`src/rtl/shared_ram_port.sv`:
```
// ---------------------------------------------------------------------------
// shared_ram_port
//
// Single-port RAM access controller placed directly after a two-requester
// grant arbiter. At most one RAM access is made per cycle, on behalf of the
// port that currently owns the RAM. Each completed access produces a
// one-cycle pulse on the following cycle.
//
// Changing owner always passes through a one-cycle TURN state. A cycle in
// which both grants are high is illegal: no access is made and a sticky
// error flag is raised.
//
// Ports
//   clock              rising-edge clock
//   reset              synchronous, active-high reset
//   gnt_0, gnt_1       grants from the arbiter
//   req_x, we_x        command valid / write-not-read, per port
//   addr_x, wdata_x    word address / write data, per port
//   rdata              read data, held until the next accepted read
//   rvalid_x, wack_x   one-cycle read / write completion pulses
//   owner              state encoding: 00 IDLE, 01 OWN0, 10 OWN1, 11 TURN
//   err                sticky double-grant error
// ---------------------------------------------------------------------------
module shared_ram_port #(
  parameter int DATA_W = 8,
  parameter int ADDR_W = 4
) (
  input  logic              clock,
  input  logic              reset,
  input  logic              gnt_0,
  input  logic              gnt_1,
  input  logic              req_0,
  input  logic              req_1,
  input  logic              we_0,
  input  logic              we_1,
  input  logic [ADDR_W-1:0] addr_0,
  input  logic [ADDR_W-1:0] addr_1,
  input  logic [DATA_W-1:0] wdata_0,
  input  logic [DATA_W-1:0] wdata_1,
  output logic [DATA_W-1:0] rdata,
  output logic              rvalid_0,
  output logic              rvalid_1,
  output logic              wack_0,
  output logic              wack_1,
  output logic [1:0]        owner,
  output logic              err
);

  localparam logic [1:0] S_IDLE = 2'b00;
  localparam logic [1:0] S_OWN0 = 2'b01;
  localparam logic [1:0] S_OWN1 = 2'b10;
  localparam logic [1:0] S_TURN = 2'b11;

  localparam int DEPTH = 2 ** ADDR_W;

  logic [DATA_W-1:0] mem [DEPTH];

  logic [1:0]        state_q,  state_d;
  logic              target_q, target_d;
  logic              err_q,    err_d;
  logic [DATA_W-1:0] rdata_q;
  logic              rvalid_0_q, rvalid_1_q, wack_0_q, wack_1_q;

  logic              acc_0, acc_1;
  logic              acc_wr, acc_rd;
  logic [ADDR_W-1:0] acc_addr;
  logic [DATA_W-1:0] acc_wdata;

  // Ownership FSM and access decode.
  // NOTE: every variable gets a default at the top of the block so that no
  // path leaves it unassigned; otherwise synthesis infers a latch.
  always_comb begin
    state_d  = state_q;
    target_d = target_q;
    err_d    = err_q;
    acc_0    = 1'b0;
    acc_1    = 1'b0;

    if (gnt_0 && gnt_1) begin
      // Illegal double grant wins over everything else.
      state_d = S_IDLE;
      err_d   = 1'b1;
    end else begin
      // Double grant already excluded, so gnt_x alone means "x only".
      acc_0 = (state_q == S_OWN0) && gnt_0 && req_0;
      acc_1 = (state_q == S_OWN1) && gnt_1 && req_1;

      case (state_q)
        S_IDLE: begin
          if (gnt_0)      state_d = S_OWN0;
          else if (gnt_1) state_d = S_OWN1;
        end
        S_OWN0: begin
          // Losing all grants keeps ownership; only the other grant moves us.
          if (gnt_1) begin
            state_d  = S_TURN;
            target_d = 1'b1;
          end
        end
        S_OWN1: begin
          if (gnt_0) begin
            state_d  = S_TURN;
            target_d = 1'b0;
          end
        end
        default: begin // S_TURN
          if (!gnt_0 && !gnt_1) begin
            state_d = S_IDLE;
          end else if (target_q ? gnt_1 : gnt_0) begin
            state_d = target_q ? S_OWN1 : S_OWN0;
          end else begin
            // Grant swung back to the other port during the turnaround.
            target_d = ~target_q;
          end
        end
      endcase
    end
  end

  // Only one port can be accepted per cycle, so a single mux feeds the RAM.
  assign acc_addr  = acc_1 ? addr_1  : addr_0;
  assign acc_wdata = acc_1 ? wdata_1 : wdata_0;
  assign acc_wr    = (acc_0 && we_0)  || (acc_1 && we_1);
  assign acc_rd    = (acc_0 && !we_0) || (acc_1 && !we_1);

  // NOTE: the RAM array has no reset so it maps onto a plain memory macro and
  // its contents survive reset; reset only suppresses the write.
  always_ff @(posedge clock) begin
    if (!reset && acc_wr) begin
      mem[acc_addr] <= acc_wdata;
    end
  end

  // NOTE: sequential state uses non-blocking assignments so every register
  // samples pre-edge values regardless of statement order.
  always_ff @(posedge clock) begin
    if (reset) begin
      state_q    <= S_IDLE;
      target_q   <= 1'b0;
      err_q      <= 1'b0;
      rdata_q    <= '0;
      rvalid_0_q <= 1'b0;
      rvalid_1_q <= 1'b0;
      wack_0_q   <= 1'b0;
      wack_1_q   <= 1'b0;
    end else begin
      state_q    <= state_d;
      target_q   <= target_d;
      err_q      <= err_d;
      rvalid_0_q <= acc_0 && !we_0;
      rvalid_1_q <= acc_1 && !we_1;
      wack_0_q   <= acc_0 && we_0;
      wack_1_q   <= acc_1 && we_1;
      if (acc_rd) begin
        rdata_q <= mem[acc_addr];
      end
    end
  end

  assign owner    = state_q;
  assign err      = err_q;
  assign rdata    = rdata_q;
  assign rvalid_0 = rvalid_0_q;
  assign rvalid_1 = rvalid_1_q;
  assign wack_0   = wack_0_q;
  assign wack_1   = wack_1_q;

endmodule

```
`config.mk`:
```
export PLATFORM = sky130hd
export DESIGN_NAME = shared_ram_port
export DESIGN_NICKNAME = d
export VERILOG_FILES = /design/src/rtl/shared_ram_port.sv
export SDC_FILE = /design/constraint.sdc
export NUM_CORES = 1
export LEC_CHECK = 0
export ABC_AREA = 1
export BUFFER_PORTS_ARGS = -buffer_cell sky130_fd_sc_hd__buf_2
export CORE_ASPECT_RATIO = 1.4
export CORE_MARGIN = 2
export CORE_UTILIZATION = 40
export DETAILED_ROUTE_END_ITERATION = 10
export HOLD_SLACK_MARGIN = 0.12
export SLEW_MARGIN = 10
export SYNTH_ARGS = -nofsm -noshare
export SYNTH_HDL_FRONTEND = slang
export SYNTH_SLANG_ARGS = --single-unit
```
`constraint.sdc`:
```
create_clock -name clock -period 3.1 [get_ports clock]
set_input_delay 0.62 -clock clock [delete_from_list [all_inputs] [get_ports clock]]
set_output_delay 0.62 -clock clock [all_outputs]
set_load 0.02 [all_outputs]
```
---- After elaboration in Yosys (flattened, before gate mapping) ----
Memory sizes are Yosys's and may differ from the RTL's. A register that Yosys moved wholly into a read port is not among the register bits.
Cells that the tools add are included.
Widths: inputs -> output; s select.
cells by class
  bitwise operators ....................... 3
  multiplexer cells ....................... 20
  reduce and logical (&&, ||, !) cells .... 23
  equality and inequality tests ........... 7
operators with widths
  cell                number
  $mux 2              7
  $logic_and 1x1->1   11
  $mux 1              9
  $ne 3x3->1 const B  3
  $mux 8              1
  $pmux 2 s3          1
  $reduce_and 6->1    1
  $logic_not 1->1     5
  $reduce_bool 5->1   1
  $mux 4              1
  $ne 2x2->1 const B  2
  $reduce_and 4->1    1
  $not 1->1           3
  $pmux 1 s3          1
  $eq 2x1->1 const B  1
  $eq 2x2->1 const B  1
  $logic_not 2->1     1
  $logic_or 1x1->1    2
  $reduce_or 2->1     1
storage, ports and cells
  input bits .............................. 32
  memories ................................ 1
  flip-flop bits (word level) ............. 8
  bits in writable memories ............... 128
  word-level logic and storage cells ...... 61
memory list
  name  words  width  rd ports  clocked after Yosys merged registers in  write ports  RTL line  RTL
  mem   16     8      1         1                                        1            56        logic [DATA_W-1:0] mem [DEPTH];

---- Logic depth before layout (Yosys ltp) ----
Gate-level depths: netlist of the first run.
  word-level depth ........................ 9
  depth in mapped cells ................... 16
  mapped depth without buffers ............ 15

---- Worst setup path before layout of the first run ----
OpenSTA, ideal clock, no wires.
  path type ............................... reg-to-reg
  start point ............................. register state_q[0], in the netlist owner[0]
  end point ............................... memory mem[12][0] (enable)
  data required time ...................... 2730 ps
  slack ................................... 642 ps
  data arrival time ....................... 2088 ps
  cell stages (with the launch flop) ...... 13
  path through ............................ dfxtp_1 inv_1 ha_1 inv_1 nor2_4 nand2_4 buf_6 nand2_2 o21ai_2 inv_2 nor2_4 inv_1 nor2_1
between the ends
  word-level cells in the longest chain between the ends .. 9
  elaborated cells on any way between the ends .. 15
  those cells by class .................... eq/ne (2); mux (5); reduce/logical (8)
ends and longest elaborated chain
  element                                                   RTL line  RTL
  start: declaration                                        58        logic [1:0] state_q, state_d;
  start signal: assignment                                  147       state_q <= state_d;
  $eq 2x1->1 / $eq 2x2->1 (equally long branches)           85, 86
  $logic_and 1x1->1, on equally long branches (2 in a row)  85, 86
  $mux 1                                                    79        if (gnt_0 && gnt_1) begin
  $logic_and 1x1->1                                         123       assign acc_wr = (acc_0 && we_0) || (acc_1 && we_1);
  $logic_or 1x1->1                                          123
  $logic_and 1x1->1                                         129       if (!reset && acc_wr) begin
  $mux 1                                                    129
  $mux 1 (not written as such)                              130       mem[acc_addr] <= acc_wdata;
  end: declaration                                          56
Several ways; a longest one is shown, not always the timed one.

---- Worst setup path after layout of the first run ----
  start point ............................. register state_q[0], in the netlist owner[0]
  end point ............................... memory mem[0][1] (enable)
The elaborated chain is that of the path after synthesis.

==> Implementation_results.wiki, run 1 <==
{| class="wikitable"
! Metric !! Value
|-
| Combinational fraction of design power || 0.126
|-
| Fraction of power spent switching nets || 0.275
|-
| Count of instances resized after the clock tree is built || 0
|-
| Top cell by count, worst path || sky130_fd_sc_hd__inv_1
|-
| Leakage power total || about 3.2 nW
|-
| Register area share after synthesis || 0.647
|-
| Syn Nets || around 700
|-
| Number of I/O port buffers || 46
|-
| Share of final-layout standard cells stronger than drive strength 1 || 0.174
|-
| Largest driver fanout on the critical path || 17
|-
| # clock sinks || about 140
|-
| Final setup skew || 0.00844 ns
|-
| Maximum number of pins on one net before global-route repair || 41
|-
| Antenna violations before repair || 0
|-
| Root buf cell || sky130_fd_sc_hd__clkbuf_16
|-
| Die Height || 154 µm
|-
| Post-synthesis sequential element count || 144
|-
| Setup Total Neg Slack || 0 ns
|-
| Hold Crit Endpoint || wack_1
|-
| Launching element type of the critical path || register
|-
| Distinct cell type count of the synthesized netlist || 31
|-
| GRT overflow || 0
|-
| Worst hold-check path type || in -> reg
|-
| Relative slew slack || 0.472
|-
| CP delay by family, top || simple AND/OR/NAND/NOR gates
|-
| PwrDens || 619 nW/µm²
|-
| RSZ-0062 raised after global routing || false
|-
| DRT iter0 DRCs || 439
|-
| Area of the die || 17100 µm²
|-
| Global-route wire length before repair || 25.9 mm
|-
| Worst supply voltage drop on vdd || 0.303 mV
|-
| Setup ws final || 0.517 ns
|-
| Width of the die || 111 µm
|-
| Reg-to-reg startpoint || owner[0]
|-
| Combined global-route utilization of all metal layers || 0.204
|-
| TritonCTS clock tree || yes
|-
| Clock slew at the register clock pins of the worst setup and hold paths || 0.06 ns
|-
| Overall power consumption || 4.67 mW
|-
| Largest area contributor in the synthesized netlist || sky130_fd_sc_hd__edfxtp_1
|-
| Setup violation total in the final timing report || 0
|-
| Initial Util || 0.411
|-
| Share of Yosys cell area claimed by the top area cell type || 0.597
|-
| Proportion of power drawn by flip-flops and latches || 0.466
|-
| Detail-routed net length per standard cell || 18.0 µm
|-
| Arrival time reported for the critical path endpoint || 2.72 ns
|-
| Clock latency on the worst-skew pair || 0.43 ns
|-
| Number of cells on the worst reg-to-reg path || 11
|-
| Clock period minus worst slack || about 2.6 ns
|-
| Capturing point of the worst reg2reg path || mem[0][1]
|-
| Critical setup path kind || reg -> reg
|-
| Wire length after detailed routing || 16.9 mm
|-
| CP Launch Point || owner[0]
|-
| Core Box Area || 15700 µm²
|-
| Place WS || 0.380 ns
|-
| Count of nets left with antenna violations after detail routing || 0
|-
| Count of boundary I/O pins || 47
|-
| Number of buffers added for setup after CTS || 0
|-
| Half-perimeter wire length after placement || 11.6 mm
|-
| Area used by multi-input combinational logic || 2030 µm²
|-
| Critical path cell sequence || inv_1, ha_1, inv_1, nor2_4, nand2_4, clkinv_2, nand2_1, a21oi_1, nand3_1, nor2_1, buf_4
|-
| Startpoint of the tightest hold check path || we_1
|-
| Vias per cell || 5.09
|-
| Share of the clock period used by the worst path after layout || 0.833
|-
| Number of buffers and inverters on the critical path || 4
|-
| Drt drc || 0
|-
| Cell internal pwr || 3.38 mW
|-
| Area added between synthesis and finish || 17.1%
|-
| Final Hold Violating Endpoints || 0
|-
| Final hold slack || 0.453 ns
|-
| Share of total power in the clock network || 0.409
|-
| Filler cells || 1447
|-
| Maximum count of clock buffers along a single path || 2
|-
| Number of warnings reported in the yosys synthesis log || 0
|-
| Sequential cell area || 4160 µm²
|-
| Slowest cell delay on critical path || 0.40 ns
|-
| Count of final max-slew check failures || 0
|-
| Cell type of the slowest stage on the worst timing path || sky130_fd_sc_hd__nand3_1
|-
| Max-cap violations || 0
|-
| Post-layout net count || 766
|-
| Post-CTS Hold Buffers || 0
|-
| Number of global-route vias before repair || 4842
|-
| Number of antenna cells inserted || 0
|-
| Maximum achievable frequency || 0.387 GHz
|-
| Final Wtd Congestion || 0.964
|-
| Minimum setup slack among reg-to-reg paths || 0.52 ns
|-
| Mapped Cells || roughly 660
|-
| Top post-synthesis cells by area || sky130_fd_sc_hd__edfxtp_1, sky130_fd_sc_hd__nand2_1, sky130_fd_sc_hd__nand3_1, sky130_fd_sc_hd__dfxtp_1, sky130_fd_sc_hd__nor2_1
|-
| Mean cell area of the mapped netlist || just under 10 µm²
|-
| Switching component of the power || roughly 1.3 mW
|-
| Endpoint required time on the critical path || 3.24 ns
|-
| Slew at the pin with the worst max-slew slack || 0.790 ns
|-
| H-tree lvl count || 4
|-
| Type of element capturing the critical path || register
|-
| # rows || 54
|-
| Run status || finished clean
|-
| Worst hold stages || 3
|-
| Number of optimization iterations in the first detailed-route pass || 6
|-
| Summed instance area of the synthesized netlist || 6440 µm²
|-
| Vias after detailed routing || 4783
|-
| Num CTS Buffers || 17
|}
placed cells by master, fill, tap and decap left out, types with 6 or more instances in the layout:
cell	netlist	routed
sky130_fd_sc_hd__clkbuf_16	0	17
sky130_fd_sc_hd__nand2_2	6	6
sky130_fd_sc_hd__buf_2	16	46
sky130_fd_sc_hd__dfxtp_1	16	16
sky130_fd_sc_hd__nand2_1	292	292
sky130_fd_sc_hd__nor2_1	45	45
sky130_fd_sc_hd__inv_1	18	18
sky130_fd_sc_hd__buf_4	1	31
sky130_fd_sc_hd__o21ai_0	12	12
sky130_fd_sc_hd__edfxtp_1	128	128
sky130_fd_sc_hd__nand3_1	86	86
cell type report:
type                    count  share of cell area
clock buffers              18              0.0569
clock inverters            14              0.0171
inverters                  22              0.0114
multi-input cells         468               0.269
flip-flops and latches    144               0.552
well taps                 196              0.0325
repair buffers             77              0.0614
per-stage QoR:
stage          cells   util  area (µm²)
2_1_floorplan    663      -        6440
3_3_place_gp     907  0.446        6980
3_5_place_dp     907  0.446        6980
4_1_cts          939  0.481        7540
5_1_grt          939  0.481        7540
6_report         939  0.481        7540
routing by layer:
| layer | GRT usage | wire length [µm] |
|---|---|---|
| met5 | 0 | 0 |
| met4 | 0.113 | 627 |
| met3 | 0.0319 | 733 |
| met2 | 0.372 | 9020 |
| met1 | 0.226 | 6560 |
tightest hold or removal path: stages:
cell and delay (ns):
sky130_fd_sc_hd__buf_2 0.09, sky130_fd_sc_hd__nand2_1 0.06, sky130_fd_sc_hd__nor2_1 0.08
synth_stat cells (all sizes together):
cell type  number
a211oi          2
a21bo           1
a21oi           3
buf            21
clkbuf          8
clkinv          1
dfxtp          16
edfxtp        128
ha              4
inv            21
nand2         299
nand3          86
nand4           1
nor2           50
nor3            1
o21a            1
o21ai          15
o22ai           2
or2             3
power by group through the flow:
stage / Clock (mW) / Sequential (mW) / Combinational (mW)
2_1_floorplan: 0 / 2.23 / 0.371
3_3_place_gp: 0 / 2.21 / 0.585
3_5_place_dp: 0 / 2.21 / 0.588
4_1_cts: 1.92 / 2.17 / 0.590
5_1_grt: 2.01 / 2.18 / 0.654
6_report: 1.91 / 2.17 / 0.587
sequential cells by signal, summed over array words and instances, names as in the netlist:
| register | flops |
|---|---|
| target_q | 1 |
| err | 1 |
| rdata | 8 |
| wack_0 | 1 |
| rvalid_1 | 1 |
| mem | 128 |
| owner | 2 |
| rvalid_0 | 1 |
| wack_1 | 1 |
logic make-up (layout without fill, tap and decap cells):
| group | count (synthesis) | in the layout | synth area share |
|---|---|---|---|
| AND/OR/NAND/NOR | 440 | 440 | 0.284 |
| flip-flops | 144 | 144 | 0.647 |
| buffers and inverters | 51 | 131 | 0.0387 |
| adder cells (fa/ha/maj) | 4 | 4 | 0.00777 |
| AO/OA/AOI/OAI | 24 | 24 | 0.0233 |
how the worst max path moves through the flow:
| stage | cells past startpoint | slack [ns] | to |
|---|---|---|---|
| 2_1_floorplan | 12 | 0.64 | mem[12][0] |
| 3_3_place_gp | 9 | 0.43 | mem[4][1] |
| 3_5_place_dp | 9 | 0.38 | mem[0][4] |
| 4_1_cts | 11 | 0.51 | mem[0][1] |
| 5_1_grt | 11 | 0.26 | mem[6][6] |
| 6_report | 11 | 0.52 | mem[0][1] |
(Power assumes the default switching activity.)
==> run 2, diff against run 1 <==
==> constraint.sdc (replaced) <==
create_clock -name clock -period 2.67 [get_ports clock]
set_input_delay 0.534 -clock clock [delete_from_list [all_inputs] [get_ports clock]]
set_output_delay 0.534 -clock clock [all_outputs]
set_load 0.02 [all_outputs]
==> run 2 against run 1 <==
  * Clock skew decreased by 0.0019 ns
  * Hold slack got worse by 0.077 ns
  * Routed wire length about the same
  * Design area increased by 0.50%
  * Global-route usage decreased by 0.15 points
  * Die area unchanged
  * Critical path depth unchanged
  * Register-to-register slack got worse by 0.30 ns
  * Setup slack got worse by 0.30 ns
  * Sequential power increased by 16%
  * Sequential share of layout area decreased by 0.27 points
  * Power increased by 16%
  * Critical path type unchanged
  * Largest cell class unchanged
==> Implementation_results.wiki, run 2 (synthesized netlist as in run 1, its figures left out) <==
{| class="wikitable"
! Metric !! Value
|-
| Final setup skew || 0.00653 ns (-0.00191 ns)
|-
| Count of instances resized after the clock tree is built || 0 (unchanged)
|-
| TritonCTS clock tree || yes
|-
| Critical setup path kind || reg -> reg
|-
| Max-cap violations || 0 (unchanged)
|-
| Register containing the most flip-flops in the final layout || mem
|-
| Antenna violations before repair || 0 (unchanged)
|-
| Combined global-route utilization of all metal layers || 0.203 (-0.00148)
|-
| Half-perimeter wire length after placement || 11.6 mm (-0.41%)
|-
| Cell type of the slowest stage on the worst timing path || sky130_fd_sc_hd__nand3_1
|-
| Top cell by count, worst path || sky130_fd_sc_hd__inv_1
|-
| Max FFs per register || 128 (unchanged)
|-
| Type of element capturing the critical path || register
|-
| Clock latency on the worst-skew pair || 0.42 ns (about the same)
|-
| Maximum count of clock buffers along a single path || 2 (unchanged)
|-
| # clock sinks || 144 (unchanged)
|-
| RSZ-0062 raised after global routing || true
|-
| Area of the die || 17100 µm² (unchanged)
|-
| Overall power consumption || 5.43 mW (+16%)
|-
| PwrDens || 717 nW/µm² (+16%)
|-
| Most common cell after layout, fill and taps aside || sky130_fd_sc_hd__nand2_1
|-
| H-tree lvl count || 4 (unchanged)
|-
| Final Hold Violating Endpoints || 0 (unchanged)
|-
| Final Wtd Congestion || 0.961 (-0.33%)
|-
| Detail-routed net length per standard cell || 18.0 µm (-0.33%)
|-
| Post-layout net count || 771 (+0.65%)
|-
| Number of antenna cells inserted || 0 (unchanged)
|-
| Run status || finished clean
|-
| GRT overflow || 0 (unchanged)
|-
| Vias after detailed routing || 4943 (+3.3%)
|-
| Leakage power total || 3.23 nW (+0.73%)
|-
| Area added between synthesis and finish || 17.7%
|-
| Largest driver fanout on the critical path || 10 (-7)
|-
| Worst hold-check path type || in -> reg
|-
| Root buf cell || sky130_fd_sc_hd__clkbuf_16
|-
| Width of the die || 111 µm (unchanged)
|-
| Relative slew slack || 0.634 (+0.162)
|-
| Launching element type of the critical path || register
|-
| Maximum achievable frequency || 0.407 GHz (+5.1%)
|-
| Number of optimization iterations in the first detailed-route pass || 6 (unchanged)
|-
| Setup violation total in the final timing report || 0 (unchanged)
|-
| Number of buffers added for setup after CTS || 0 (unchanged)
|-
| # rows || 54 (unchanged)
|-
| Worst supply voltage drop on vdd || 0.378 mV (+25%)
|-
| Share of the clock period used by the worst path after layout || 0.921 (+0.0873)
|-
| Count of boundary I/O pins || 47 (unchanged)
|-
| Filler cells || 1434 (-0.90%)
|-
| Drt drc || 0 (unchanged)
|-
| Post-CTS Hold Buffers || 0 (unchanged)
|-
| Summed area of non-filler cells in the final layout || 7580 µm² (+0.50%)
|-
| Arrival time reported for the critical path endpoint || 2.59 ns (-0.13 ns)
|-
| Maximum number of pins on one net before global-route repair || 41 (unchanged)
|-
| DRT iter0 DRCs || 458 (+4.3%)
|-
| Wire length after detailed routing || 17.0 mm (about the same)
|-
| Global-route wire length before repair || 26.2 mm (+0.98%)
|-
| Commonest cells after routing, fill and taps aside || sky130_fd_sc_hd__nand2_1, sky130_fd_sc_hd__edfxtp_1, sky130_fd_sc_hd__nand3_1
|-
| Vias per cell || 5.24 (+2.9%)
|-
| Endpoint required time on the critical path || 2.80 ns (-0.44 ns)
|-
| Initial Util || 0.411 (unchanged)
|-
| Slew at the pin with the worst max-slew slack || 0.548 ns (-0.242 ns)
|-
| Clock slew at the register clock pins of the worst setup and hold paths || 0.06 ns (about the same)
|-
| Core Box Area || 15700 µm² (unchanged)
|-
| Clock period minus worst slack || 2.46 ns (-0.125 ns)
|-
| Dpl cell area || 7020 µm² (+0.54%)
|-
| Num CTS Buffers || 17 (unchanged)
|-
| Number of global-route vias before repair || 4799 (-0.89%)
|-
| Number of I/O port buffers || 46 (unchanged)
|-
| Count of final max-slew check failures || 0 (unchanged)
|-
| Slowest cell delay on critical path || 0.35 ns (-0.05 ns)
|-
| Critical path cell sequence || inv_1, ha_1, inv_1, nor2_4, nand2_4, clkinv_2, nand2_1, a21oi_1, nand3_1, nor2_1, buf_4
|-
| Count of nets left with antenna violations after detail routing || 0 (unchanged)
|-
| Share of final-layout standard cells stronger than drive strength 1 || 0.178 (+0.00443)
|-
| Die Height || 154 µm (unchanged)
|}
==> run 2: cell types whose count changed in the layout (fill, tap and decap cells not counted), sizes merged <==
| cell | previous run | this run |
|---|---|---|
| buf | 77 | 82 |
| inv | 27 | 25 |
| bufinv | 0 | 1 |
| clkbuf | 18 | 17 |
| clkinv | 5 | 6 |
==> run 2: critical path, delay by kind of cell (launching register included) <==
family	cells	cell delay [ns]
AOI/OAI and AO/OA	1	0.31
adders and majority gates	1	0.16
buffers and inverters	4	0.50
DFF	1	0.34
and+or+nand+nor	5	0.86
==> run 2: worst paths after layout <==
check / from / to / slack [ns] / cells after the start
worst max register to register: owner[0] / mem[5][2] / 0.21 / 11
worst min-delay path: we_1 / wack_1 / 0.38 / 3
worst min register to register: err / err / 0.47 / 2
worst max-delay path: owner[0] / mem[5][2] / 0.21 / 11
==> run 2: area by class of cell <==
| cell class | count | area [µm²] | share of cell area |
|---|---|---|---|
| multi-input combinational | 468 | 2030 | 0.267 |
| clock inverter | 14 | 133 | 0.0175 |
| inverter | 22 | 86.3 | 0.0114 |
| clock buffer | 17 | 425 | 0.0561 |
| tap | 196 | 245 | 0.0324 |
| timing repair buffer | 82 | 500 | 0.0660 |
| sequential | 144 | 4160 | 0.549 |
==> run 2: layer usage <==
| metal | track usage | vias to the layer above | part of all wire |
|---|---|---|---|
| met3 | 0.0319 | 55 | 0.054 |
| met2 | 0.370 | 200 | 0.52 |
| li1 | - | 2350 | - |
| met5 | 0 | - | 0 |
| met4 | 0.101 | 0 | 0.043 |
| met1 | 0.229 | 2338 | 0.38 |
==> run 2: power by group <==
group	switching [mW]	internal (mW)
logic	0.463	0.215
clock network	0.942	1.29
registers	0.0258	2.50
total	1.43	4.00
==> run 2: metrics by stage <==
step                worst slack, ns  TNS, ns  hold WS (ns)  utilization  cells
floorplan                     0.212        0         0.555            -    663
global placement              0.232        0         0.452        0.448    912
detailed placement            0.192        0         0.458        0.448    912
CTS                           0.208        0         0.364        0.484    943
global route               -0.00942  -0.0332         0.389        0.484    943
finish                        0.212        0         0.376        0.484    943
==> run 3, diff against run 2 <==
--- a/config.mk
+++ b/config.mk
@@ -10,6 +10,8 @@
 export CORE_ASPECT_RATIO = 1.4
 export CORE_MARGIN = 2
 export CORE_UTILIZATION = 40
+export CTS_CLUSTER_DIAMETER = 200
+export CTS_CLUSTER_SIZE = 10
 export DETAILED_ROUTE_END_ITERATION = 10
 export HOLD_SLACK_MARGIN = 0.12
 export SLEW_MARGIN = 10
==> constraint.sdc (replaced) <==
create_clock -name clock -period 2.8 [get_ports clock]
set_input_delay 0.56 -clock clock [delete_from_list [all_inputs] [get_ports clock]]
set_output_delay 0.56 -clock clock [all_outputs]
set_load 0.02 [all_outputs]
==> run 3 against run 2 <==
  * Clock power shrank 2%
  * Clock skew rose by 0.0032 ns
  * Design area is essentially flat
  * Setup slack improved by 0.0087 ns
  * Cell count is 0.11% lower
  * Sequential power shrank 4%
  * First-iteration DRC count down 10%
  * Die area is the same
  * Critical path depth is the same
  * Non-clock buffer count fell by 2
  * Sequential share of layout area about the same
  * Critical path type unchanged
==> Implementation_results.wiki, run 3 (synthesized netlist as in run 1, its figures left out) <==
{| class="wikitable"
! Metric !! Value
|-
| Num CTS Buffers || 17 (unchanged)
|-
| Maximum achievable frequency || 0.388 GHz (-4.7%)
|-
| Width of the die || 111 µm (unchanged)
|-
| Number of I/O port buffers || 46 (unchanged)
|-
| Number of buffers and inverters on the critical path || 4 (unchanged)
|-
| Final Wtd Congestion || 0.929 (-3.3%)
|-
| Antenna violations before repair || 0 (unchanged)
|-
| RSZ-0062 raised after global routing || false
|-
| Capturing point of the worst reg2reg path || mem[15][3]
|-
| Count of boundary I/O pins || 47 (unchanged)
|-
| Root buf cell || sky130_fd_sc_hd__clkbuf_16
|-
| Number of antenna cells inserted || 0 (unchanged)
|-
| Max FFs per register || 128 (unchanged)
|-
| Area of the die || 17100 µm² (unchanged)
|-
| Commonest cells after routing, fill and taps aside || sky130_fd_sc_hd__nand2_1, sky130_fd_sc_hd__edfxtp_1, sky130_fd_sc_hd__nand3_1
|-
| Maximum count of clock buffers along a single path || 2 (unchanged)
|-
| Post-layout net count || 769 (-0.26%)
|-
| Vias after detailed routing || 4892 (-1.0%)
|-
| Worst supply voltage drop on vdd || 0.338 mV (-11%)
|-
| Vias per cell || 5.19 (-0.93%)
|-
| GRT overflow || 0 (unchanged)
|-
| Setup ws final || 0.221 ns (+0.00871 ns)
|-
| Worst hold stages || 2 (-1)
|-
| Run status || finished clean
|-
| Clock latency on the worst-skew pair || 0.42 ns (about the same)
|-
| Worst hold-check path type || in -> reg
|-
| Slew at the pin with the worst max-slew slack || 0.517 ns (-0.0315 ns)
|-
| Clock period minus worst slack || 2.58 ns (+0.121 ns)
|-
| # clock sinks || 144 (unchanged)
|-
| Minimum setup slack among reg-to-reg paths || 0.22 ns (about the same)
|-
| Area added between synthesis and finish || 17.8% (about the same)
|-
| Max-cap violations || 0 (unchanged)
|-
| Combined global-route utilization of all metal layers || 0.199 (-0.00412)
|-
| Detail-routed net length per standard cell || 17.7 µm (-1.7%)
|-
| Clock slew at the register clock pins of the worst setup and hold paths || 0.07 ns (about the same)
|-
| Top cell by count, worst path || sky130_fd_sc_hd__inv_1
|-
| Startpoint of the tightest hold check path || reset
|-
| Hold Crit Endpoint || rvalid_0
|-
| Half-perimeter wire length after placement || 11.2 mm (-2.8%)
|-
| Reg-to-reg startpoint || owner[0]
|-
| Cell count after placement || 910 (-0.22%)
|-
| DRT iter0 DRCs || 410 (-10%)
|-
| Critical path cell sequence || inv_1, ha_1, inv_1, nor2_4, nand2_4, clkinv_2, nand2_1, a21oi_1, nand3_1, nor2_1, buf_4
|-
| Setup Total Neg Slack || 0 ns (unchanged)
|-
| Initial Util || 0.411 (unchanged)
|-
| Wire length after detailed routing || 16.7 mm (-1.8%)
|-
| PwrDens || 691 nW/µm² (-3.5%)
|-
| Cell Count, Final, Fillers Out || 942 (-0.11%)
|-
| Number of global-route vias before repair || 4831 (+0.67%)
|-
| Arrival time reported for the critical path endpoint || 2.70 ns (+0.11 ns)
|-
| Summed area of non-filler cells in the final layout || 7580 µm² (about the same)
|-
| Final Hold Violating Endpoints || 0 (unchanged)
|-
| Count of nets left with antenna violations after detail routing || 0 (unchanged)
|-
| Relative slew slack || 0.655 (+0.0210)
|-
| CP delay by family, top || simple AND/OR/NAND/NOR gates
|-
| TritonCTS clock tree || yes
|-
| Global-route wire length before repair || 25.6 mm (-2.3%)
|-
| Type of element capturing the critical path || register
|-
| Number of cells on the worst reg-to-reg path || 11 (unchanged)
|-
| Largest driver fanout on the critical path || 17 (+7)
|-
| Critical setup path kind || reg -> reg
|-
| Die Height || 154 µm (unchanged)
|-
| Cell type of the slowest stage on the worst timing path || sky130_fd_sc_hd__dfxtp_1
|-
| Final core area utilization || 0.484 (about the same)
|-
| Number of optimization iterations in the first detailed-route pass || 6 (unchanged)
|-
| Endpoint required time on the critical path || 2.93 ns (+0.13 ns)
|-
| Launching element type of the critical path || register
|-
| Leakage power total || 3.23 nW (about the same)
|-
| Final hold slack || 0.420 ns (+0.0441 ns)
|-
| H-tree lvl count || 4 (unchanged)
|-
| Final setup skew || 0.00977 ns (+0.00324 ns)
|-
| Share of final-layout standard cells stronger than drive strength 1 || 0.177 (-0.00110)
|-
| Slowest cell delay on critical path || 0.35 ns (about the same)
|-
| Count of instances resized after the clock tree is built || 0 (unchanged)
|-
| Place WS || 0.184 ns (-0.00792 ns)
|-
| Post-CTS Hold Buffers || 0 (unchanged)
|-
| Dpl cell area || 7010 µm² (-0.21%)
|-
| Setup violation total in the final timing report || 0 (unchanged)
|-
| # rows || 54 (unchanged)
|-
| Share of the clock period used by the worst path after layout || 0.921 (about the same)
|-
| Overall power consumption || 5.24 mW (-3.5%)
|-
| Register containing the most flip-flops in the final layout || mem
|-
| Maximum number of pins on one net before global-route repair || 41 (unchanged)
|-
| Count of final max-slew check failures || 0 (unchanged)
|-
| Drt drc || 0 (unchanged)
|-
| Number of buffers added for setup after CTS || 0 (unchanged)
|-
| Most common cell after layout, fill and taps aside || sky130_fd_sc_hd__nand2_1
|-
| Core Box Area || 15700 µm² (unchanged)
|}
[run 3: worst max path at each step]
stage | cells after the start | startpoint | endpoint | slack [ns]
CTS | 11 | owner[0] | mem[15][6] | 0.24
global route | 11 | owner[0] | mem[7][2] | 0.03
detailed placement | 9 | gnt_0 | mem[15][7] | 0.18
floorplan | 12 | owner[0] | mem[12][0] | 0.34
global placement | 9 | gnt_0 | mem[15][3] | 0.25
finish | 11 | owner[0] | mem[15][3] | 0.22
[run 3: where the power goes]
part	switching (mW)	internal [mW]
logic	0.446	0.204
clock network	0.934	1.25
registers	0.0267	2.38
[run 3: cell type report]
class,count,area (µm²)
Clock buffer,17,425
Clock inverter,15,150
Fill cell,1449,8090
Inverter,22,86.3
Multi-Input combinational cell,468,2030
Sequential cell,144,4160
Tap cell,196,245
Timing Repair Buffer,80,485
[run 3: worst register-to-register path, delay by kind of cell (launching register included)]
family | cells | cell delay [ns]
flip-flops | 1 | 0.35
AND/OR/NAND/NOR | 5 | 0.94
adder cells (fa/ha/maj) | 1 | 0.16
AO/OA/AOI/OAI | 1 | 0.31
buffers and inverters | 4 | 0.54
[run 3: layer usage]
| metal | up-vias | wire length, µm | global-route usage |
|---|---|---|---|
| li1 | 2342 | - | - |
| met1 | 2315 | 6320 | 0.220 |
| met2 | 191 | 8770 | 0.355 |
| met3 | 44 | 862 | 0.0347 |
| met4 | 0 | 699 | 0.118 |
| met5 | - | 0 | 0 |
